--- src/rtl/cv32e40p_sleep_pkg.sv ---
// Shared types and helpers for the core sleep controller.
package cv32e40p_sleep_pkg;

  // Sleep controller states with a fixed encoding; unused codes recover to StBoot.
  typedef enum logic [2:0] {
    StBoot  = 3'd0,
    StRun   = 3'd1,
    StDrain = 3'd2,
    StSleep = 3'd3,
    StWake  = 3'd4
  } sleep_state_e;

  // Width needed by the idle/wake counters: enough to hold max(idle, wake) cycles.
  function automatic int unsigned cnt_w(input int unsigned idle_cycles,
                                        input int unsigned wake_cycles);
    int unsigned max_cycles;
    max_cycles = (idle_cycles > wake_cycles) ? idle_cycles : wake_cycles;
    return $clog2(max_cycles + 1);
  endfunction

endpackage

--- src/rtl/cv32e40p_sat_counter.sv ---
// Saturating up-counter with a clear that wins over increment.
module cv32e40p_sat_counter #(
  parameter int unsigned Width = 32
) (
  input  logic             clk_i,
  input  logic             rst_i,
  input  logic             clr_i,
  input  logic             inc_i,
  output logic [Width-1:0] count_o
);

  logic [Width-1:0] count_q, count_d;

  // Next count: clear first, otherwise increment until all-ones and hold there.
  always_comb begin
    count_d = count_q;
    if (clr_i) begin
      count_d = '0;
    end else if (inc_i && (count_q != '1)) begin
      count_d = count_q + Width'(1);
    end
  end

  // Count register with synchronous reset.
  always_ff @(posedge clk_i) begin
    if (rst_i) begin
      count_q <= '0;
    end else begin
      count_q <= count_d;
    end
  end

  assign count_o = count_q;

endmodule

--- src/rtl/cv32e40p_sleep_ctrl.sv ---
// Core clock-gate controller: drains the pipeline after WFI, gates the core clock,
// and runs a fixed warm-up period before handing the core back.
module cv32e40p_sleep_ctrl
  import cv32e40p_sleep_pkg::*;
#(
  parameter int unsigned IDLE_CYCLES = 4,
  parameter int unsigned WAKE_CYCLES = 2,
  parameter int unsigned STAT_W      = 32
) (
  input  logic              clk_i,
  input  logic              rst_i,
  input  logic              fetch_enable_i,
  input  logic              wfi_req_i,
  input  logic              core_busy_i,
  input  logic              irq_pending_i,
  input  logic              debug_req_i,
  input  logic              clr_stats_i,
  output logic              clock_en_o,
  output logic              core_sleep_o,
  output logic              wake_ack_o,
  output logic [STAT_W-1:0] sleep_cycles_o
);

  localparam int unsigned      CntW     = cnt_w(IDLE_CYCLES, WAKE_CYCLES);
  localparam logic [CntW-1:0]  IdleLast = CntW'(IDLE_CYCLES - 1);
  localparam logic [CntW-1:0]  WakeLast = CntW'(WAKE_CYCLES - 1);

  sleep_state_e    state_q, state_d;
  logic [CntW-1:0] idle_cnt_q, idle_cnt_d;
  logic [CntW-1:0] wake_cnt_q, wake_cnt_d;
  logic            clock_en_q, core_sleep_q, wake_ack_q;
  logic            wake_src;

  assign wake_src = irq_pending_i | debug_req_i;

  // Next-state decode; counters only hold non-zero values inside their own state.
  always_comb begin
    state_d    = state_q;
    idle_cnt_d = '0;
    wake_cnt_d = '0;
    case (state_q)
      StBoot: begin
        if (fetch_enable_i) state_d = StWake;
      end
      StRun: begin
        // A wake source alongside WFI means the core would wake at once: skip sleeping.
        if (wfi_req_i && !wake_src) state_d = StDrain;
      end
      StDrain: begin
        // Abort beats sleep entry when both happen in the same cycle.
        if (wake_src) begin
          state_d = StRun;
        end else if (core_busy_i) begin
          idle_cnt_d = '0;
        end else if (idle_cnt_q == IdleLast) begin
          state_d = StSleep;
        end else begin
          idle_cnt_d = idle_cnt_q + CntW'(1);
        end
      end
      StSleep: begin
        if (wake_src) state_d = StWake;
      end
      StWake: begin
        if (wake_cnt_q == WakeLast) begin
          state_d = StRun;
        end else begin
          wake_cnt_d = wake_cnt_q + CntW'(1);
        end
      end
      default: state_d = StBoot;
    endcase
  end

  // State, counters and registered outputs decoded from the next state.
  always_ff @(posedge clk_i) begin
    if (rst_i) begin
      state_q      <= StBoot;
      idle_cnt_q   <= '0;
      wake_cnt_q   <= '0;
      clock_en_q   <= 1'b0;
      core_sleep_q <= 1'b1;
      wake_ack_q   <= 1'b0;
    end else begin
      state_q      <= state_d;
      idle_cnt_q   <= idle_cnt_d;
      wake_cnt_q   <= wake_cnt_d;
      clock_en_q   <= (state_d == StRun) || (state_d == StDrain) || (state_d == StWake);
      core_sleep_q <= (state_d == StBoot) || (state_d == StSleep) || (state_d == StWake);
      wake_ack_q   <= (state_q == StWake) && (state_d == StRun);
    end
  end

  cv32e40p_sat_counter #(
    .Width (STAT_W)
  ) u_sleep_stats (
    .clk_i   (clk_i),
    .rst_i   (rst_i),
    .clr_i   (clr_stats_i),
    .inc_i   (state_q == StSleep),
    .count_o (sleep_cycles_o)
  );

  assign clock_en_o   = clock_en_q;
  assign core_sleep_o = core_sleep_q;
  assign wake_ack_o   = wake_ack_q;

endmodule

--- config.mk ---
export PLATFORM = sky130hd
export DESIGN_NAME = cv32e40p_sleep_ctrl
export DESIGN_NICKNAME = d
export VERILOG_FILES = /design/src/rtl/cv32e40p_sleep_pkg.sv /design/src/rtl/cv32e40p_sat_counter.sv /design/src/rtl/cv32e40p_sleep_ctrl.sv
export SDC_FILE = /design/constraint.sdc
export NUM_CORES = 1
export LEC_CHECK = 0
export ABC_AREA = 0
export BUFFER_PORTS_ARGS = -buffer_cell sky130_fd_sc_hd__buf_2
export CORE_ASPECT_RATIO = 0.6
export CORE_MARGIN = 2
export CORE_UTILIZATION = 30
export CTS_CLUSTER_SIZE = 10
export DETAILED_ROUTE_END_ITERATION = 6
export GPL_ROUTABILITY_DRIVEN = 0
export GPL_TIMING_DRIVEN = 0
export MAX_ROUTING_LAYER = met4
export SLEW_MARGIN = 20
export SYNTH_ARGS = -nofsm -noshare
export SYNTH_HDL_FRONTEND = slang
export SYNTH_HIERARCHICAL = 1
export SYNTH_SLANG_ARGS = --single-unit
--- constraint.sdc ---
create_clock -name clk_i -period 2.2 [get_ports clk_i]
set_input_delay 0.44 -clock clk_i [delete_from_list [all_inputs] [get_ports clk_i]]
set_output_delay 0.44 -clock clk_i [all_outputs]
set_load 0.01 [all_outputs]
## Word-level counts from Yosys, hierarchy flattened

Index checks and enable logic that the tools add are counted.

- $lt $le $gt $ge: 0
- Equal/unequal tests: 11
- Divide/modulo/power cells: 0
- Shift-type cells: 0
- $add $sub $neg: 3
- Reductions and logical operators: 13
- Muxes and demuxes: 8
- Multipliers: 0
- Bitwise operators: 3

Operators with widths:

| cell | number |
|---|---|
| 32-bit by 1-bit adder with 32-bit output (second input constant) | 1 |
| 32-bit != test (second input constant) | 1 |
| 3-bit 2-to-1 mux | 7 |
| 3-bit by 2-bit == test with 1-bit output (second input constant) | 5 |
| 3-bit case mux with 5 select lines | 1 |
| 3-bit by 1-bit == test with 1-bit output (second input constant) | 3 |
| 3-bit by 1-bit adder with 3-bit output (second input constant) | 2 |
| 3-bit == test (second input constant) | 2 |
| 3-bit logical NOT | 2 |
| 5-bit OR reduction | 1 |
| 1-bit logical OR | 4 |
| 1-bit logical AND | 3 |
| 3-bit OR reduction | 1 |
| 1-bit NOT | 2 |
| 2-bit OR reduction | 1 |
| 1-bit logical NOT | 1 |
| 1-bit OR | 1 |

- Latch bits: 0
- Logic and storage cells: 45
- Output and inout port bits: 35
- Register bits after elaboration: 44
- Memory bits (read-only): 0
- RAM bits: 0
- Memories: 0
- Input bits: 8

## Depth between registers and ports, before layout

Gate-level depths: netlist (run 1).

- Depth in word-level cells: 8
- Mapped depth: 8
- Depth with buffers taken out: 7

## Modules after synthesis

Netlist (run 1), hierarchy kept.

Modules (own cells, without submodules):

| module | area an instance (um^2) | cells each | times used | seq. area each (um^2) |
|---|---|---|---|---|
| cv32e40p_sat_counter | 1620.3 | 198 | 1 | 640.6 |
| cv32e40p_sleep_ctrl | 521.8 | 57 | 1 | 240.2 |

## Least setup slack after synthesis (run 1)

No wires, ideal clock.

- Kind: flip-flop to flip-flop
- Start point: register state_q[1]
- End point: register u_sleep_stats.count_q[26] (netlist: u_sleep_stats/count_o[26])
- Period minus slack after synthesis: 2.301 ns
- Slack: -0.101 ns
- Cell stages (with the launch flop): 8
- Arrival: 2.231 ns
- Buffers on the path: 0
- Required time: 2.130 ns
- Setup time: 0.070 ns
- Path through: dfxtp_1 > nor2b_1 > and2_1 > nand4_1 > or4_4 > or4_4 > or3_1 > a21oi_1

- Cells in the longest elaborated chain, start to end: 2

RTL lines:

| element | line | RTL |
|---|---|---|
| from (decl) | cv32e40p_sleep_ctrl.sv:28 | `sleep_state_e state_q, state_d;` |
| from (signal assigned) | cv32e40p_sleep_ctrl.sv:78 | `state_q <= StBoot;` |
| from (signal assigned) | cv32e40p_sleep_ctrl.sv:85 | `state_q <= state_d;` |
| 3-bit by 2-bit == test with 1-bit output | cv32e40p_sleep_ctrl.sv:100 | `.inc_i (state_q == StSleep),` |
| 1-bit logical AND | cv32e40p_sat_counter.sv:19 | `end else if (inc_i && (count_q != '1)) begin` |
| to (signal assigned) | cv32e40p_sat_counter.sv:29 | `count_q <= count_d;` |
| to (decl) | cv32e40p_sat_counter.sv:12 | `logic [Width-1:0] count_q, count_d;` |

No other way between the ends.
A chain may end at the register's enable or synchronous reset.

## Final worst setup path (run 1)

- Start point: register u_sleep_stats.count_q[22] (netlist: u_sleep_stats/count_o[22])
- End point: register u_sleep_stats.count_q[30] (netlist: u_sleep_stats/count_o[30])

- Cells in the longest elaborated chain, start to end: 2
- Elaborated cells on any way between the ends: 3
- Those cells by class: add/sub (1); eq/ne (1); reduce/logical (1)

RTL lines:

| element |
|---|
| parallel branches: the longest is 2 deep, another holds 32-bit by 1-bit adder with 32-bit output |

Parallel ways; which one is timed is not known.

==> results of run 1 <==
[what timing repair did]
item,4_1_cts,5_1_grt
pin swaps,3,7
gates cloned,1,1
endpoints found under the setup margin,23,27
setup buffers,6,6
resized for setup,17,22
[sequential cells by signal, summed over array words and instances, names as in the netlist]
register and flops:
clock_en_o 1, core_sleep_o 1, idle_cnt_q 3, state_q 3
u_sleep_stats/count_o 32, wake_ack_o 1, wake_cnt_q 3
[per-layer routing]
metal  wire, um  up-vias  GRT usage
met5          0        -          -
met4         55        0     0.0352
met3        478        6     0.0393
li1           -     1082          -
met2       2430       72      0.188
met1       2900     1004      0.227
[synthesized netlist by cell type (4+ instances only)]
master / number
inv_1: 9
nand4_1: 9
or4_1: 4
or3_1: 16
o211ai_1: 4
xnor2_1: 6
clkbuf_1: 5
o21ai_1: 5
nand2_1: 19
buf_2: 4
o21ai_0: 12
nor3_1: 5
nand3_1: 13
dfxtp_1: 44
a21oi_1: 16
a31oi_1: 5
nor4_1: 5
nor2_1: 28
ha_1: 5
[report_power, final]
part	switching, uW	leakage, uW	internal, uW
Combinational	36.3	0.000628	21.3
Clock	325	0.0000702	423
Sequential	5.62	0.000362	803
[how the worst min path moves through the flow]
stage          slack, ns           from  cells past startpoint             to
6_report            0.42  idle_cnt_q[0]                      1  idle_cnt_q[0]
5_1_grt             0.43  idle_cnt_q[0]                      1  idle_cnt_q[0]
3_5_place_dp        0.41  idle_cnt_q[0]                      1  idle_cnt_q[0]
4_1_cts             0.42  idle_cnt_q[0]                      1  idle_cnt_q[0]
2_1_floorplan       0.40  idle_cnt_q[0]                      1  idle_cnt_q[0]
3_3_place_gp        0.41  idle_cnt_q[0]                      1  idle_cnt_q[0]
[stage by stage]
stage,area [um^2],std cells,setup WS (ns),total power (uW),hold slack [ns]
CTS,2710,398,-0.0310,1640,0.421
floorplan,2150,255,0.0123,856,0.399
global placement,2470,384,-0.181,880,0.409
global route,2850,405,-0.0962,1680,0.433
detailed placement,2470,384,-0.173,880,0.412
finish,2850,405,-0.0220,1610,0.417
[kinds of logic after synthesis]
family,Yosys count
muxes,1
adders and majority gates,5
AOI/OAI and AO/OA,62
DFF,44
xor gates and xnor gates,8
buffers and inverters,18
and+or+nand+nor,117
[placed cells by master, fill, tap and decap left out, drive strengths merged, types with 2 or more instances in the layout]
cell type  Yosys  layout
inv            9      10
buf            4      58
or2            2       2
a31oi          5       5
nor2b          3       3
o21ai         17      17
and3           2       2
xor2           2       2
o31ai          3       3
a41o           3       3
nor3           5       5
o311ai         3       3
xnor2          6       6
a211oi         3       3
o211ai         4       4
nor4           5       5
nand3         13      13
nand2b         2       2
nand2         19      19
nor2          28      28
or3           17      17
dfxtp         44      44
a21oi         16      16
ha             5       5
clkbuf         5      10
or4            6       6
nand4         10      10
[area by class of cell]
| class | instances | area (um^2) |
|---|---|---|
| fill | 694 | 3950 |
| multi-input combinational | 193 | 1290 |
| sequential | 44 | 901 |
| timing repair buffer | 56 | 319 |
| clock buffer | 5 | 125 |
| tap | 87 | 109 |
| buffer | 8 | 46.3 |
| inverter | 9 | 33.8 |
| clock inverter | 3 | 21.3 |
==> run metrics, run 1 <==
status complete, but fails checks; failing checks DRC, setup timing; total gr overflow 0; worst setup margin -0.0220 ns; count of final max-slew check failures 0; Worst Max-Slew Pin Slew 0.652 ns; Routed Wire Length 5870 um; Detail Route Antenna Nets 0; post-route clock period utilization 1.01; EDFF count, synth 0; residual DRC count 3; initial antenna violation count 0; synth top area cells dfxtp_1, nor2_1, or3_1; maximum vdd drop 0.255 mV; main combinational cell family by area after synthesis simple AND/OR/NAND/NOR gates; Synth Area in Compound Gates 0.189; clk root buf clkbuf_16; Layout area overhead 32.9%; Crit Path Class flop to flop; synthesized area about 0.0021 mm^2; worst reg-to-reg setup slack -0.02 ns; hold buffers post-CTS 0; CP cell instances nand3_1, or3_4, or4_4, or3_4, a21oi_2; Levels on crit path 5; first-pass GRT wire length approximately 9000 um; Chip Width ~110 um; Yosys top cell area share 0.411; post-synthesis mux area share 0.00467; Setup crit start kind flop; ys async rst share 0; RSZ-0062 raised after global routing yes; Worst R2R End u_sleep_stats/count_o[30]; clk sinks between 40 and 50; CTS tree yes; Setup TNS Final -0.0220 ns; XOR/XNOR Fraction of Synth Area 0.0327; Fmax achieved 0.450 GHz; WP buf/inv 0; antenna cells 0; CP max-delay cell or4_4; r2r worst-path depth 5; origin of the worst setup path u_sleep_stats/count_o[22]; PwrDens between 500 and 600 mW/mm^2; Layout Nets 330; Clock Tree Buf Depth 2; core area roughly 0.0068 mm^2; gate count of the mapped netlist approximately 260; CP peak stage delay 0.58 ns; drt wl/cell about 14 um; Yosys reg bits 44; Max Cap Viol 0; HP Class flop to flop; IO Port Bufs 42; final hold vios 0; delay-heaviest family, CP simple AND/OR/NAND/NOR gates; Leakage 0.00106 uW; dominant cell type by area after synthesis dfxtp_1; Post-Synth Simple-Gate Area 0.299; sequential area share after synthesis 0.411; min Tclk post-route between 2 and 2.5 ns; CP max FO 6; clock transition at the registers of the reported paths ~0.07 ns; Critical Path End Type flop; die height just under 70 um; GRT Overall Usage 0.148; number of iterations in the first detailed-routing pass 6; Synthesis Warnings 6; worst r2r src u_sleep_stats/count_o[22]; vias in the first global route about 1,700; vias per std cell 5.34; HPWL Detailed between 3000 and 4000 um; Setup Skew 0.0126 ns; worst setup path endpoint u_sleep_stats/count_o[30]; slew margin rel. 0.563; H-tree depth 2; number of buffers created by CTS 5; largest net degree at the start of global routing 16; mean area per synthesized cell 8.40 um^2; Syn Nets 268; Top Ports between 40 and 50; top_reg_cell synth dfxtp_1; share of layout cells above drive strength 1 0.330; crit-path most repeated cell or3_4; DRT iter0 DRCs 180; Final Util 0.419; die area between 0.007 and 0.008 mm^2; post-synth cell types between 40 and 50; row cnt 23; setup violators final 1; Arr. time, crit path about 2.4 ns; Skew-Pair Late Insertion Delay between 0.2 and 0.3 ns; Starting Density 0.315; Worst Path Required around 2.4 ns; via count ~2,200; Adder-Cell Fraction of Synth Area 0.0292
(Power assumes the default switching activity.)
==> run 2: changes to the inputs <==
--- a/config.mk
+++ b/config.mk
@@ -18,5 +18,4 @@
 export SLEW_MARGIN = 20
 export SYNTH_ARGS = -nofsm -noshare
 export SYNTH_HDL_FRONTEND = slang
-export SYNTH_HIERARCHICAL = 1
 export SYNTH_SLANG_ARGS = --single-unit
==> run metrics, run 2 <==
status finished, final reports clean; count of final max-slew check failures 0; Leakage approximately 0.0011 uW; number of iterations in the first detailed-routing pass 5; H-tree depth 2; row cnt 24; synthesized area ~0.0022 mm^2; drt wl/cell around 14 um; DP Worst Slack ~0.031 ns; Clock Tree Buf Depth 2; PwrDens between 600 and 700 mW/mm^2; maximum vdd drop 0.450 mV; Chip Width ~120 um; Hold Startpoint idle_cnt_q[0]; Setup crit start kind flop; Top Ports 43; clk root buf clkbuf_16; Worst R2R End u_sleep_stats.count_o[21]; Area after DPL approximately 0.0026 mm^2; worst setup margin 0.131 ns; clk sinks 44; worst reg-to-reg setup slack 0.13 ns; IO Port Bufs slightly above 40; first-pass GRT wire length roughly 9400 um; most frequent cells in the layout buf_2, dfxtp_1, nor2_1; Yosys reg bits 44; core area between 0.007 and 0.008 mm^2; XOR/XNOR Fraction of Synth Area 0.0665; FILL cells 755; Synthesis Warnings 0; Layout area overhead 24.6%; min Tclk post-route a little over 2 ns; Critical Path End Type flop; Worst Max-Slew Pin Slew between 0.6 and 0.7 ns; dominant cell type by area after synthesis dfxtp_1; die area around 0.008 mm^2; slew margin rel. 0.576; clock transition at the registers of the reported paths about 0.07 ns; vias in the first global route 1,810; Setup Skew roughly 0.0077 ns; r2r worst-path depth 7; via count 2,059; Syn Nets 269; most numerous cell in the Yosys netlist dfxtp_1; synth top area cells dfxtp_1, nor2_1, xnor2_1; setup violators final 0; post-synthesis mux area share 0.00894; Crit Path Class flop to flop; Synth Area in Compound Gates 0.150; DRT iter0 DRCs ~150; initial antenna violation count 0; sequential area share after synthesis 0.394; vias per std cell between 5 and 6; Skew-Pair Late Insertion Delay slightly below 0.3 ns; Setup TNS Final 0 ns; Fmax achieved between 0.4 and 0.5 GHz; share of layout cells above drive strength 1 0.258; Starting Density 0.309; synth cell count leaders dfxtp_1, nor2_1, nand2_1, a21oi_1; residual DRC count 0; largest net degree at the start of global routing 15; final hold vios 0; max reg flops 32; worst hold margin around 0.42 ns; antenna cells 0; main combinational cell family by area after synthesis simple AND/OR/NAND/NOR gates; Post-Synth Simple-Gate Area 0.310; Detail Route Antenna Nets 0; RSZ-0062 raised after global routing no; post-synth cell types 52; Worst Path Required between 2 and 2.5 ns; Max Cap Viol 0; mean area per synthesized cell slightly below 9 um^2; total gr overflow 0; worst setup path endpoint u_sleep_stats.count_o[21]; CTS tree yes; Arr. time, crit path about 2.3 ns; HPWL Detailed 4230 um; final instance area between 0.002 and 0.003 mm^2; CP max FO 10; ys async rst share 0; gate count of the mapped netlist ~260; EDFF count, synth 0; origin of the worst setup path u_sleep_stats.count_o[6]; HP Class flop to flop; Layout Nets between 300 and 400; post-route clock period utilization 0.940; worst r2r src u_sleep_stats.count_o[6]; Adder-Cell Fraction of Synth Area 0.0279; number of buffers created by CTS 5; die height about 71 um; Yosys top cell area share 0.394; top_reg_cell synth dfxtp_1; commonest non-fill, non-tap cell in the layout buf_2; Routed Wire Length 5710 um; GRT Overall Usage 0.151; hold buffers post-CTS 0
## run 2: cell type report
class	count	area, um^2	share of cell area
plain buffers	10	71.3	0.0256
clock buffers	6	139	0.0498
clock inverters	2	38.8	0.0139
inverters	6	22.5	0.00808
multi-input cells	195	1280	0.460
flip-flops and latches	44	885	0.317
well taps	104	130	0.0467
repair buffers	43	220	0.0790
## run 2: cell families after synthesis
logic type               count (synthesis)
AND/OR/NAND/NOR                        121
AO/OA/AOI/OAI                           50
flip-flops                              44
XOR/XNOR                                17
buffers and inverters                   17
adder cells (fa/ha/maj)                  5
multiplexers                             2
## run 2: worst min path at each step
stage / endpoint / depth (start not counted)
after floorplan: idle_cnt_q[0] / 1
after global placement: idle_cnt_q[0] / 1
after detailed placement: idle_cnt_q[0] / 1
after CTS: idle_cnt_q[0] / 1
after global routing: idle_cnt_q[0] / 1
final: idle_cnt_q[0] / 1
## run 2: where the power goes
| group | switching, uW | total [uW] | internal (uW) |
|---|---|---|---|
| Combinational | 36.4 | 59.5 | 23.1 |
| Clock | 323 | 892 | 569 |
| Sequential | 5.02 | 809 | 804 |
## run 2: metrics by stage
stage / instances / power [uW] / utilization
floorplan: 256 / 863 / -
global placement: 401 / 886 / 0.356
detailed placement: 401 / 887 / 0.356
CTS: 409 / 1770 / 0.381
global route: 410 / 1820 / 0.385
finish: 410 / 1760 / 0.385
## run 2: what timing repair did
item,4_1_cts,5_1_grt
pin swaps,0,1
endpoints found under the setup margin,1,14
resized for setup,1,9
setup buffers,0,2
## run 2: critical path, cell delays in order, from the launching register on
cell and delay (ns):
dfxtp_1 0.45, and4_1 0.24, buf_6 0.14, nand4_4 0.16, a211o_1 0.36, buf_2 0.18
or3_1 0.31, a21oi_1 0.16
## run 2: routing by layer
layer  wire, um  track usage  vias to the layer above
li1           -            -                     1039
met4          0       0.0281                        0
met2       2140        0.190                       52
met1       3230        0.236                      968
met3        343       0.0403                        0
met5          0            -                        -
